$ cat src/rtl/snake_input_ctrl_if.sv
// rtl/snake_input_ctrl_if.sv - button input and step/direction outputs of the snake input stage
interface snake_input_ctrl_if;
   logic [3:0] btn_n;
   logic [1:0] move_direction;
   logic       step;
   logic       turn_pending;
   logic [3:0] btn_state;

   modport master (
      input  btn_n,
      output move_direction,
      output step,
      output turn_pending,
      output btn_state
   );

   modport slave (
      output btn_n,
      input  move_direction,
      input  step,
      input  turn_pending,
      input  btn_state
   );
endinterface

$ cat src/rtl/snake_input_ctrl.sv
// rtl/snake_input_ctrl.sv - button conditioning, game-step tick and no-reversal direction commit
module snake_input_ctrl #(
   parameter int DEBOUNCE_CYCLES = 250000,
   parameter int TICK_CYCLES     = 8000000
) (
   input  logic              clk,
   input  logic              reset,
   snake_input_ctrl_if.master bus
);
   localparam int DW = $clog2(DEBOUNCE_CYCLES);
   localparam int TW = $clog2(TICK_CYCLES);
   localparam logic [DW-1:0] DB_LAST   = DW'(DEBOUNCE_CYCLES - 1);
   localparam logic [TW-1:0] TICK_LAST = TW'(TICK_CYCLES - 1);

   logic [3:0]    sync1;
   logic [3:0]    sync2;
   logic [3:0]    stable;
   logic [DW-1:0] db_cnt [4];
   logic [3:0]    flip;
   logic [3:0]    press;
   logic          any_press;
   logic [1:0]    req_dir;

   logic [TW-1:0] tick_cnt;
   logic          wrap;
   logic [1:0]    dir;
   logic          step_q;
   logic [1:0]    pend_dir;
   logic          pend_valid;

   always_ff @(posedge clk or negedge reset) begin
      if (!reset) begin
         sync1 <= 4'hF;
         sync2 <= 4'hF;
      end else begin
         sync1 <= bus.btn_n;
         sync2 <= sync1;
      end
   end

   always_ff @(posedge clk or negedge reset) begin
      if (!reset) begin
         stable <= 4'hF;
         for (int i = 0; i < 4; i++) db_cnt[i] <= '0;
      end else begin
         for (int i = 0; i < 4; i++) begin
            if (sync2[i] == stable[i]) begin
               db_cnt[i] <= '0;
            end else if (db_cnt[i] == DB_LAST) begin
               stable[i] <= ~stable[i];
               db_cnt[i] <= '0;
            end else begin
               db_cnt[i] <= db_cnt[i] + DW'(1);
            end
         end
      end
   end

   // A press is the flip of a released (1) stable level, so it lands on the same edge as btn_state.
   always_comb begin
      flip = 4'b0000;
      for (int i = 0; i < 4; i++) begin
         flip[i] = (sync2[i] != stable[i]) && (db_cnt[i] == DB_LAST);
      end
      press     = flip & stable;
      any_press = |press;
      req_dir   = 2'd0;
      if (press[0])      req_dir = 2'd0;
      else if (press[1]) req_dir = 2'd1;
      else if (press[2]) req_dir = 2'd2;
      else if (press[3]) req_dir = 2'd3;
   end

   assign wrap = (tick_cnt == TICK_LAST);

   // Commit/discard of the old pending turn comes first; a press on the same edge reloads it.
   always_ff @(posedge clk or negedge reset) begin
      if (!reset) begin
         tick_cnt   <= '0;
         step_q     <= 1'b0;
         dir        <= 2'd2;
         pend_dir   <= 2'd0;
         pend_valid <= 1'b0;
      end else begin
         tick_cnt <= wrap ? '0 : tick_cnt + TW'(1);
         step_q   <= wrap;
         if (wrap && pend_valid) begin
            if (pend_dir != (dir ^ 2'd2)) dir <= pend_dir;
            pend_valid <= 1'b0;
         end
         if (any_press) begin
            pend_dir   <= req_dir;
            pend_valid <= 1'b1;
         end
      end
   end

   assign bus.move_direction = dir;
   assign bus.step           = step_q;
   assign bus.turn_pending   = pend_valid;
   assign bus.btn_state      = ~stable;
endmodule

$ cat src/flat_wrapper.sv
// flat-port wrapper written by rule: the top's interface ports become plain ports
module snake_input_ctrl_flat 
#(
   parameter int DEBOUNCE_CYCLES = 250000,
   parameter int TICK_CYCLES     = 8000000
)
  (clk, reset, bus_btn_n, bus_move_direction, bus_step, bus_turn_pending, bus_btn_state);
  snake_input_ctrl_if bus_i ();
  input  logic clk;
  input  logic reset;
  input wire logic [$bits(bus_i.btn_n)-1:0] bus_btn_n;
  output wire logic [$bits(bus_i.move_direction)-1:0] bus_move_direction;
  output wire logic [$bits(bus_i.step)-1:0] bus_step;
  output wire logic [$bits(bus_i.turn_pending)-1:0] bus_turn_pending;
  output wire logic [$bits(bus_i.btn_state)-1:0] bus_btn_state;
  assign bus_i.btn_n = bus_btn_n;
  assign bus_move_direction = bus_i.move_direction;
  assign bus_step = bus_i.step;
  assign bus_turn_pending = bus_i.turn_pending;
  assign bus_btn_state = bus_i.btn_state;
  snake_input_ctrl #(.DEBOUNCE_CYCLES(DEBOUNCE_CYCLES), .TICK_CYCLES(TICK_CYCLES)) u_core (.clk(clk), .reset(reset), .bus(bus_i));
endmodule
$ cat config.mk
export PLATFORM = sky130hd
export DESIGN_NAME = snake_input_ctrl_flat
export DESIGN_NICKNAME = d
export VERILOG_FILES = /design/src/rtl/snake_input_ctrl_if.sv /design/src/rtl/snake_input_ctrl.sv /design/src/flat_wrapper.sv
export SDC_FILE = /design/constraint.sdc
export NUM_CORES = 1
export LEC_CHECK = 0
export ABC_AREA = 1
export CORE_UTILIZATION = 40
export CTS_BUF_LIST = sky130_fd_sc_hd__clkbuf_16
export CTS_CLUSTER_SIZE = 30
export DETAILED_ROUTE_END_ITERATION = 8
export GPL_TIMING_DRIVEN = 1
export PLACE_DENSITY = 0.68
export SLEW_MARGIN = 10
export SYNTH_ARGS = -nofsm -noshare
export SYNTH_HDL_FRONTEND = slang
export SYNTH_SLANG_ARGS = --single-unit
$ cat constraint.sdc
create_clock -name clk -period 1.5 [get_ports clk]
set_input_delay 0.3 -clock clk [delete_from_list [all_inputs] [get_ports clk]]
set_output_delay 0.3 -clock clk [all_outputs]
set_load 0.05 [all_outputs]
==> flow_metrics.env, run 1 <==
export IMPL_leakagePower_nw=3.604
export IMPL_nets=848
export IMPL_synth_seq_cells=113
export IMPL_htreeDepth=4
export IMPL_vias=4968
export IMPL_placementRows=43
export IMPL_routed_wl_mm=13.04
export IMPL_required_ns=1.20
export IMPL_cts_sinks=113
export IMPL_initial_core_util=0.4175
export IMPL_grt_max_degree=33
export IMPL_cts_buffer_depth=2
export IMPL_antenna_found_initial=0
export IMPL_die_w_um=123.3
export IMPL_fin_worst_skew_ns=0.007356
export IMPL_end_kind="output port"
export IMPL_arrival_ns=1.26
export IMPL_drv_cap=0
export IMPL_io_pins=14
export IMPL_route_detailed_drc=0
export IMPL_cts_tree="built"
export IMPL_core_region_area_um2=14100
export IMPL_whs_ns=0.2917
export IMPL_min_path_type="primary input to flop"
export IMPL_synthCells=738
export IMPL_n_antenna_cell=0
export IMPL_grt_pass1_vias=4811
export IMPL_clockPowerShare=0.562
export IMPL_drive_above_1_share=0.2953
export IMPL_drtPass1Iterations=4
export IMPL_die_y_um=123.3
export IMPL_switching_share=0.2130
export IMPL_cp_start_kind="flop"
export IMPL_combPwrFrac=0.036
export IMPL_slew_limit_headroom=0.7591
export IMPL_layout_common_cells="nand2_1 (123), nor2_1 (106), inv_1 (100)"
export IMPL_area_growth_syn_to_layout_pct=35.50
export IMPL_worst_pin_slew_ns=0.3586
export IMPL_rsz0062_at_grt="yes"
export IMPL_grt_pass1_wl_mm=22.04
export IMPL_worstSetupPathType="flop to output port"
export IMPL_drv_slew=0
export IMPL_dpl_hpwl_mm=8.662
export IMPL_power_frac_seq=0.402
export IMPL_p_int_mw=6.143
export IMPL_viasPerCell=4.823
export IMPL_yosysWarnings=0
export IMPL_drt_iter0_markers=341
export IMPL_min_path_cells=1
export IMPL_grt_use_total=0.1868
export IMPL_dpl_worst_slack_ns=-0.06248
export IMPL_hold_violations=0
export IMPL_fmax_mhz=642.5
export IMPL_io_buffer_count=13
export IMPL_fin_crit_ns=1.556
export IMPL_p_switching_mw=1.663
export IMPL_mostFrequentLayoutCell="nand2_1"
export IMPL_cts_root_buf="clkbuf_16"
export IMPL_peakVddDrop_mv=0.6815
export IMPL_setup_viol=12
export IMPL_gp_congestion=0.8533
export IMPL_clk_pin_slew_ns=0.06
export IMPL_syn_num_nets=749
export IMPL_powerDensity_nw_per_um2=978.8
export IMPL_syn_avg_cell_area_um2=7.975
export IMPL_die_area_um2=15200
export IMPL_synth_distinct_cells=34
export IMPL_finalWorstSetupSlack_ns=-0.05638
export IMPL_path_max_fanout=2
export IMPL_violations="negative setup slack"
export IMPL_clkLatencyLatePin_ns=0.41
export IMPL_status="finished with violations"
export IMPL_syn_cell_area_um2=5886
export IMPL_post_drt_wl_per_cell_um=12.66
export IMPL_min_period_over_period=1.038
export IMPL_cts_made_buffers=17
export IMPL_final_antenna_net_count=0
export IMPL_yosysSeqAreaShare=0.4832
export IMPL_reg2reg_depth=8
export IMPL_grt_overflow=0
## logic make-up (layout without fill, tap and decap cells)
logic type	after synthesis	count (layout)	synth area share
adders and majority gates	5	5	0.01063
and+or+nand+nor	417	417	0.3297
xor gates and xnor gates	33	33	0.04911
buffers and inverters	117	229	0.07526
AOI/OAI and AO/OA	53	53	0.05209
DFF	113	113	0.4832
## power groups by stage
stage / Clock [mW] / Combinational (mW) / Sequential [mW]
2_1_floorplan: 0 / 0.0882 / 3.17
3_3_place_gp: 0 / 0.227 / 3.17
3_5_place_dp: 0 / 0.230 / 3.18
4_1_cts: 4.46 / 0.239 / 3.13
5_1_grt: 4.61 / 0.321 / 3.14
6_report: 4.39 / 0.279 / 3.14
## registers in the layout, indices dropped and copies added, names as in the netlist
| signal | cells |
|---|---|
| u_core.sync1 | 4 |
| u_core.pend_dir | 2 |
| u_core.bus.turn_pending | 1 |
| u_core.stable | 4 |
| u_core.bus.move_direction | 2 |
| u_core.sync2 | 4 |
| u_core.bus.step | 1 |
| u_core.tick_cnt | 23 |
| u_core.db_cnt | 72 |
## routing by layer
layer  vias up  track usage  share of wire
li1       2541            -              -
met1      2357       0.2528           0.49
met2        57       0.2916           0.47
met3        13      0.04982          0.027
met4         0      0.05873          0.011
met5         -            0              0
## cell type report
| type | instances | area [um2] |
|---|---|---|
| Sequential cell | 113 | 2853 |
| Tap cell | 180 | 225.2 |
| Clock inverter | 15 | 216.5 |
| Fill cell | 1217 | 6121 |
| Inverter | 116 | 465.4 |
| Clock buffer | 17 | 425.4 |
| Multi-Input combinational cell | 508 | 3045 |
| Timing Repair Buffer | 81 | 744.5 |
## worst paths after layout
check                                                   from                                       end  slack (ns)
worst min register to register     u_core.sync1[2]$_DFF_PN1_                 u_core.sync2[2]$_DFF_PN1_        0.36
worst max register to register  u_core.tick_cnt[0]$_DFF_PN0_             u_core.tick_cnt[19]$_DFF_PN0_       -0.04
max in group asynchronous                              reset  u_core.bus.move_direction[1]$_DFFE_PN1P_        0.61
worst min-delay path                            bus_btn_n[2]                 u_core.sync1[2]$_DFF_PN1_        0.29
min in group asynchronous                              reset                u_core.db_cnt[7]$_DFF_PN0_        0.33
worst max-delay path            u_core.stable[1]$_DFFE_PN1P_                          bus_btn_state[1]       -0.06
## critical path, stage by stage, from the launching register on
cell and delay [ns]:
dfstp_2 0.54, inv_2 0.05, buf_6 0.12, buf_8 0.14
## timing repair
item,in CTS,in global routing
gates resized for setup,26,112
hold buffers,1,0
buffers inserted,3,20
endpoints found under the hold margin,14,0
pin swaps,6,20
setup endpoints to repair,24,83
## cells in the mapped netlist (all sizes together)
library cell / number / area share
a211oi: 1 / 0.0013
nor4: 1 / 0.0011
o22ai: 1 / 0.0011
dfstp: 13 / 0.058
nand2: 148 / 0.10
o21bai: 5 / 0.0064
o21ai: 18 / 0.015
nand4: 14 / 0.016
inv: 116 / 0.074
o211a: 3 / 0.0051
xor2: 23 / 0.034
nor2: 148 / 0.10
nor3b: 6 / 0.0094
o21a: 3 / 0.0038
buf: 1 / 0.0013
nor3: 42 / 0.045
dfrtp: 100 / 0.43
ha: 5 / 0.011
or2: 1 / 0.0011
nand3: 57 / 0.052
a31oi: 2 / 0.0021
a21oi: 20 / 0.017
xnor2: 10 / 0.015
## through the flow
stage	util	power, mW	cells	cell area [um2]	setup TNS (ns)
CTS	0.5254	7.826	1010	7406	-0.1880
global placement	0.4713	3.401	974	6644	-0.008543
finish	0.5658	7.806	1030	7975	-0.2990
detailed placement	0.4713	3.406	974	6644	-0.4343
global route	0.5658	8.076	1030	7975	-2.143
floorplan	-	3.261	738	5913	-0.02170
(Power assumes the default switching activity.)
==> run 2: changes to the inputs <==
--- a/config.mk
+++ b/config.mk
@@ -12,6 +12,8 @@
 export DETAILED_ROUTE_END_ITERATION = 8
 export GPL_TIMING_DRIVEN = 1
 export PLACE_DENSITY = 0.68
+export SETUP_SLACK_MARGIN = 0.5
+export SKIP_CTS_REPAIR_TIMING = 1
 export SLEW_MARGIN = 10
 export SYNTH_ARGS = -nofsm -noshare
 export SYNTH_HDL_FRONTEND = slang
==> flow_metrics.env, run 2 (same netlist as run 1, synthesis figures left out) <==
export IMPL_status="finished with violations"
export IMPL_violations="negative setup slack"
export IMPL_vias=5295
export IMPL_die_area_um2=15200
export IMPL_viasPerCell=5.009
export IMPL_grt_pass1_vias=4589
export IMPL_min_period_over_period=1.044
export IMPL_setup_viol=6
export IMPL_hold_violations=0
export IMPL_slew_limit_headroom=0.7276
export IMPL_power_mw=7.298
export IMPL_num_fill_cells=1102
export IMPL_cts_buffer_depth=2
export IMPL_route_detailed_drc=0
export IMPL_antenna_found_initial=0
export IMPL_path_max_fanout=3
export IMPL_required_ns=1.20
export IMPL_post_drt_wl_per_cell_um=13.83
export IMPL_rsz0062_at_grt="yes"
export IMPL_top_register="u_core.db_cnt"
export IMPL_min_path_cells=1
export IMPL_layout_common_cells="nand2_1 (97), inv_1 (88), nor2_1 (83)"
export IMPL_finalWorstSetupSlack_ns=-0.06580
export IMPL_gp_congestion=0.8670
export IMPL_arrival_ns=1.27
export IMPL_reg_largest_list="u_core.db_cnt x72, u_core.tick_cnt x23"
export IMPL_core_region_area_um2=14100
export IMPL_clk_pin_slew_ns=0.05
export IMPL_grt_max_degree=33
export IMPL_final_util=0.6256
export IMPL_cts_tree="built"
export IMPL_reg2reg_depth=8
export IMPL_drive_above_1_share=0.4595
export IMPL_htreeDepth=4
export IMPL_drv_cap=0
export IMPL_largest_reg_flops=72
export IMPL_drv_slew=0
export IMPL_place_area_um2=6721
export IMPL_fin_crit_ns=1.566
export IMPL_cts_root_buf="clkbuf_16"
export IMPL_die_y_um=123.3
export IMPL_die_w_um=123.3
export IMPL_peakVddDrop_mv=0.8146
export IMPL_cp_start_kind="flop"
export IMPL_io_pins=14
export IMPL_fmax_mhz=638.7
export IMPL_clkLatencyLatePin_ns=0.41
export IMPL_cts_sinks=113
export IMPL_fin_worst_skew_ns=0.009441
export IMPL_initial_core_util=0.4175
export IMPL_n_antenna_cell=0
export IMPL_grt_pass1_wl_mm=20.67
export IMPL_worst_pin_slew_ns=0.4055
export IMPL_drt_iter0_markers=359
export IMPL_final_antenna_net_count=0
export IMPL_placementRows=43
export IMPL_powerDensity_nw_per_um2=827.6
export IMPL_min_path_type="primary input to flop"
export IMPL_nets=875
export IMPL_cts_made_buffers=17
export IMPL_worstSetupPathType="flop to output port"
export IMPL_grt_use_total=0.1756
export IMPL_io_buffer_count=13
export IMPL_routed_wl_mm=14.62
export IMPL_end_kind="output port"
export IMPL_area_growth_syn_to_layout_pct=49.83
export IMPL_drtPass1Iterations=5
export IMPL_grt_overflow=0
export IMPL_stdcell_area_um2=8818
export IMPL_dpl_worst_slack_ns=-0.01642
export IMPL_mostFrequentLayoutCell="nand2_1"
export IMPL_dpl_hpwl_mm=8.624
export IMPL_leakagePower_nw=3.911
==> run 2: final cells by class <==
cell class | count | area, um2 | area share
timing repair buffer | 108 | 1027 | 0.1165
sequential | 113 | 2878 | 0.3263
tap | 180 | 225.2 | 0.02554
clock buffer | 17 | 425.4 | 0.04824
clock inverter | 15 | 127.6 | 0.01447
inverter | 116 | 508.0 | 0.05760
multi-input combinational | 508 | 3627 | 0.4113
==> run 2: metal layers <==
layer  share of wire  track usage  up-vias
li1                -            -     2595
met4           0.011      0.04518        0
met2            0.52       0.2853       92
met3           0.031      0.05258       13
met1            0.44       0.2280     2595
met5               0            0        -
==> run 2: final timing paths <==
kind	end	slack [ns]	startpoint
max	bus_btn_state[2]	-0.07	u_core.stable[2]$_DFFE_PN1P_
min	u_core.sync1[0]$_DFF_PN1_	0.29	bus_btn_n[0]
max reg2reg	u_core.db_cnt[22]$_DFF_PN0_	-0.02	u_core.stable[2]$_DFFE_PN1P_
min reg2reg	u_core.sync2[1]$_DFF_PN1_	0.35	u_core.sync1[1]$_DFF_PN1_
max in group asynchronous	u_core.stable[1]$_DFFE_PN1P_	0.58	reset
min in group asynchronous	u_core.db_cnt[35]$_DFF_PN0_	0.35	reset
==> run 2: worst max-delay path: stages, from the launching register on <==
cell and delay (ns):
dfstp_2 0.55, clkinvlp_4 0.13, buf_6 0.17
==> run 2: where the power goes <==
group          switching, mW  internal [mW]  leakage [nW]  total [mW]
registers             0.0554           3.10          1.47        3.16
logic                  0.201          0.157          2.17       0.358
clock network           1.39           2.39         0.272        3.78
==> run 2: per-stage QoR <==
step / setup TNS, ns / instances / hold WS [ns]
global route: -1.905 / 1057 / 0.2859
floorplan: -0.02187 / 738 / 0.004409
detailed placement: -0.03567 / 963 / 0.2407
finish: -0.1537 / 1057 / 0.2910
global placement: 0 / 963 / 0.2398
CTS: -0.3799 / 995 / -0.1971
==> run 3: changes to the inputs <==
--- a/config.mk
+++ b/config.mk
@@ -6,12 +6,13 @@
 export NUM_CORES = 1
 export LEC_CHECK = 0
 export ABC_AREA = 1
+export CORE_ASPECT_RATIO = 1.75
 export CORE_UTILIZATION = 40
 export CTS_BUF_LIST = sky130_fd_sc_hd__clkbuf_16
 export CTS_CLUSTER_SIZE = 30
 export DETAILED_ROUTE_END_ITERATION = 8
 export GPL_TIMING_DRIVEN = 1
-export PLACE_DENSITY = 0.68
+export PLACE_DENSITY = 0.59
 export SETUP_SLACK_MARGIN = 0.5
 export SKIP_CTS_REPAIR_TIMING = 1
 export SLEW_MARGIN = 10
==> flow_metrics.env, run 3 (same netlist as run 1, synthesis figures left out) <==
export IMPL_cpPeakStageDelay_ns=0.56
export IMPL_mostFrequentLayoutCell="nand2_1"
export IMPL_vias=5362
export IMPL_drtPass1Iterations=4
export IMPL_cts_sinks=113
export IMPL_arrival_ns=1.27
export IMPL_min_path_type="primary input to flop"
export IMPL_leakagePower_nw=3.945
export IMPL_htreeDepth=4
export IMPL_post_place_cells=965
export IMPL_combPwrFrac=0.050
export IMPL_path_cells="clkinvlp_4, buf_6"
export IMPL_routed_wl_mm=15.27
export IMPL_gp_congestion=0.8474
export IMPL_largest_reg_flops=72
export IMPL_dpl_hpwl_mm=9.677
export IMPL_drv_slew=0
export IMPL_cts_made_buffers=17
export IMPL_grt_overflow=0
export IMPL_cts_root_buf="clkbuf_16"
export IMPL_antenna_found_initial=0
export IMPL_setup_tns_ns=-0.5656
export IMPL_slowest_stage="dfstp_2"
export IMPL_drv_cap=0
export IMPL_grt_met3_usage=0.04855
export IMPL_cp_start_kind="flop"
export IMPL_io_pins=14
export IMPL_worst_pin_slew_ns=0.4130
export IMPL_dpl_worst_slack_ns=-0.02372
export IMPL_drive_above_1_share=0.4735
export IMPL_final_antenna_net_count=0
export IMPL_nets=885
export IMPL_reg_largest_list="u_core.db_cnt x72, u_core.tick_cnt x23"
export IMPL_layout_common_cells="nand2_1 (98), inv_1 (89), dfrtp_1 (78)"
export IMPL_cts_buffer_depth=2
export IMPL_n_antenna_cell=0
export IMPL_p_switching_mw=1.599
export IMPL_stdcell_area_um2=8906
export IMPL_required_ns=1.20
export IMPL_clockPowerShare=0.503
export IMPL_powerDensity_nw_per_um2=790.9
export IMPL_grt_max_degree=45
export IMPL_die_y_um=162.5
export IMPL_grt_busiest_layer="met2"
export IMPL_post_drt_wl_per_cell_um=14.31
export IMPL_fin_crit_ns=1.569
export IMPL_cts_tree="built"
export IMPL_die_area_um2=15220
export IMPL_violations="negative setup slack"
export IMPL_status="finished with violations"
export IMPL_area_growth_syn_to_layout_pct=51.32
export IMPL_place_area_um2=6749
export IMPL_io_buffer_count=13
export IMPL_worstSetupPathType="flop to output port"
export IMPL_fmax_mhz=637.2
export IMPL_top_register="u_core.db_cnt"
export IMPL_crit_buf_inv=2
export IMPL_grt_util_met1=0.1926
export IMPL_peakVddDrop_mv=0.9122
export IMPL_hold_violations=0
export IMPL_cpLargestDelayFamily="flip-flops"
export IMPL_setup_viol=16
export IMPL_fin_cells=1067
export IMPL_grt_pass1_vias=5091
export IMPL_core_region_area_um2=14370
export IMPL_min_period_over_period=1.046
export IMPL_clk_pin_slew_ns=0.05
export IMPL_path_max_fanout=3
export IMPL_grt_pass1_wl_mm=22.31
export IMPL_drt_iter0_markers=156
export IMPL_fin_worst_skew_ns=0.01367
export IMPL_grt_use_total=0.1876
export IMPL_met2_usage=0.3480
export IMPL_clkLatencyLatePin_ns=0.42
export IMPL_viasPerCell=5.025
export IMPL_route_detailed_drc=0
export IMPL_end_kind="output port"
export IMPL_switching_share=0.2270
export IMPL_slew_limit_headroom=0.7225
export IMPL_power_frac_seq=0.447
export IMPL_finalWorstSetupSlack_ns=-0.06944
export IMPL_placementRows=58
export IMPL_p_int_mw=5.445
export IMPL_initial_core_util=0.4096
export IMPL_die_w_um=93.70
export IMPL_power_mw=7.044
export IMPL_rsz0062_at_grt="yes"
## run 3: worst paths after layout
path / start / cells past startpoint / endpoint / slack, ns
setup / recovery: u_core.stable[3]$_DFFE_PN1P_ / 2 / bus_btn_state[3] / -0.07
hold / removal: bus_btn_n[0] / 1 / u_core.sync1[0]$_DFF_PN1_ / 0.29
setup reg to reg: u_core.tick_cnt[1]$_DFF_PN0_ / 8 / u_core.tick_cnt[5]$_DFF_PN0_ / -0.06
hold reg to reg: u_core.sync1[1]$_DFF_PN1_ / 0 / u_core.sync2[1]$_DFF_PN1_ / 0.35
max in group asynchronous: reset / 3 / u_core.sync1[1]$_DFF_PN1_ / 0.62
min in group asynchronous: reset / 2 / u_core.tick_cnt[18]$_DFF_PN0_ / 0.30
## run 3: cell type report
class | instances | area [um2]
sequential | 113 | 2872
multi-input combinational | 508 | 3676
timing repair inverter | 1 | 11.26
fill | 1113 | 5463
timing repair buffer | 117 | 1115
tap | 180 | 225.2
clock buffer | 17 | 425.4
inverter | 116 | 493.0
clock inverter | 15 | 88.84
## run 3: metal layers
layer / vias up / share of wire
li1: 2606 / -
met1: 2640 / 0.37
met2: 87 / 0.58
met3: 29 / 0.026
met4: 0 / 0.023
met5: - / 0
## run 3: stage by stage
stage                     utilization  hold WS, ns
after floorplan                     -     0.004409
after global placement         0.4697       0.1935
after detailed placement       0.4697       0.1914
after CTS                      0.5055      -0.2455
after global routing           0.6198       0.2839
final                          0.6198       0.2876
## run 3: power by group through the flow
stage | registers [mW] | logic (mW) | clock network, mW
floorplan | 3.18 | 0.0976 | 0
global placement | 3.18 | 0.228 | 0
detailed placement | 3.19 | 0.236 | 0
CTS | 3.14 | 0.237 | 3.60
global route | 3.15 | 0.389 | 3.73
finish | 3.15 | 0.352 | 3.54
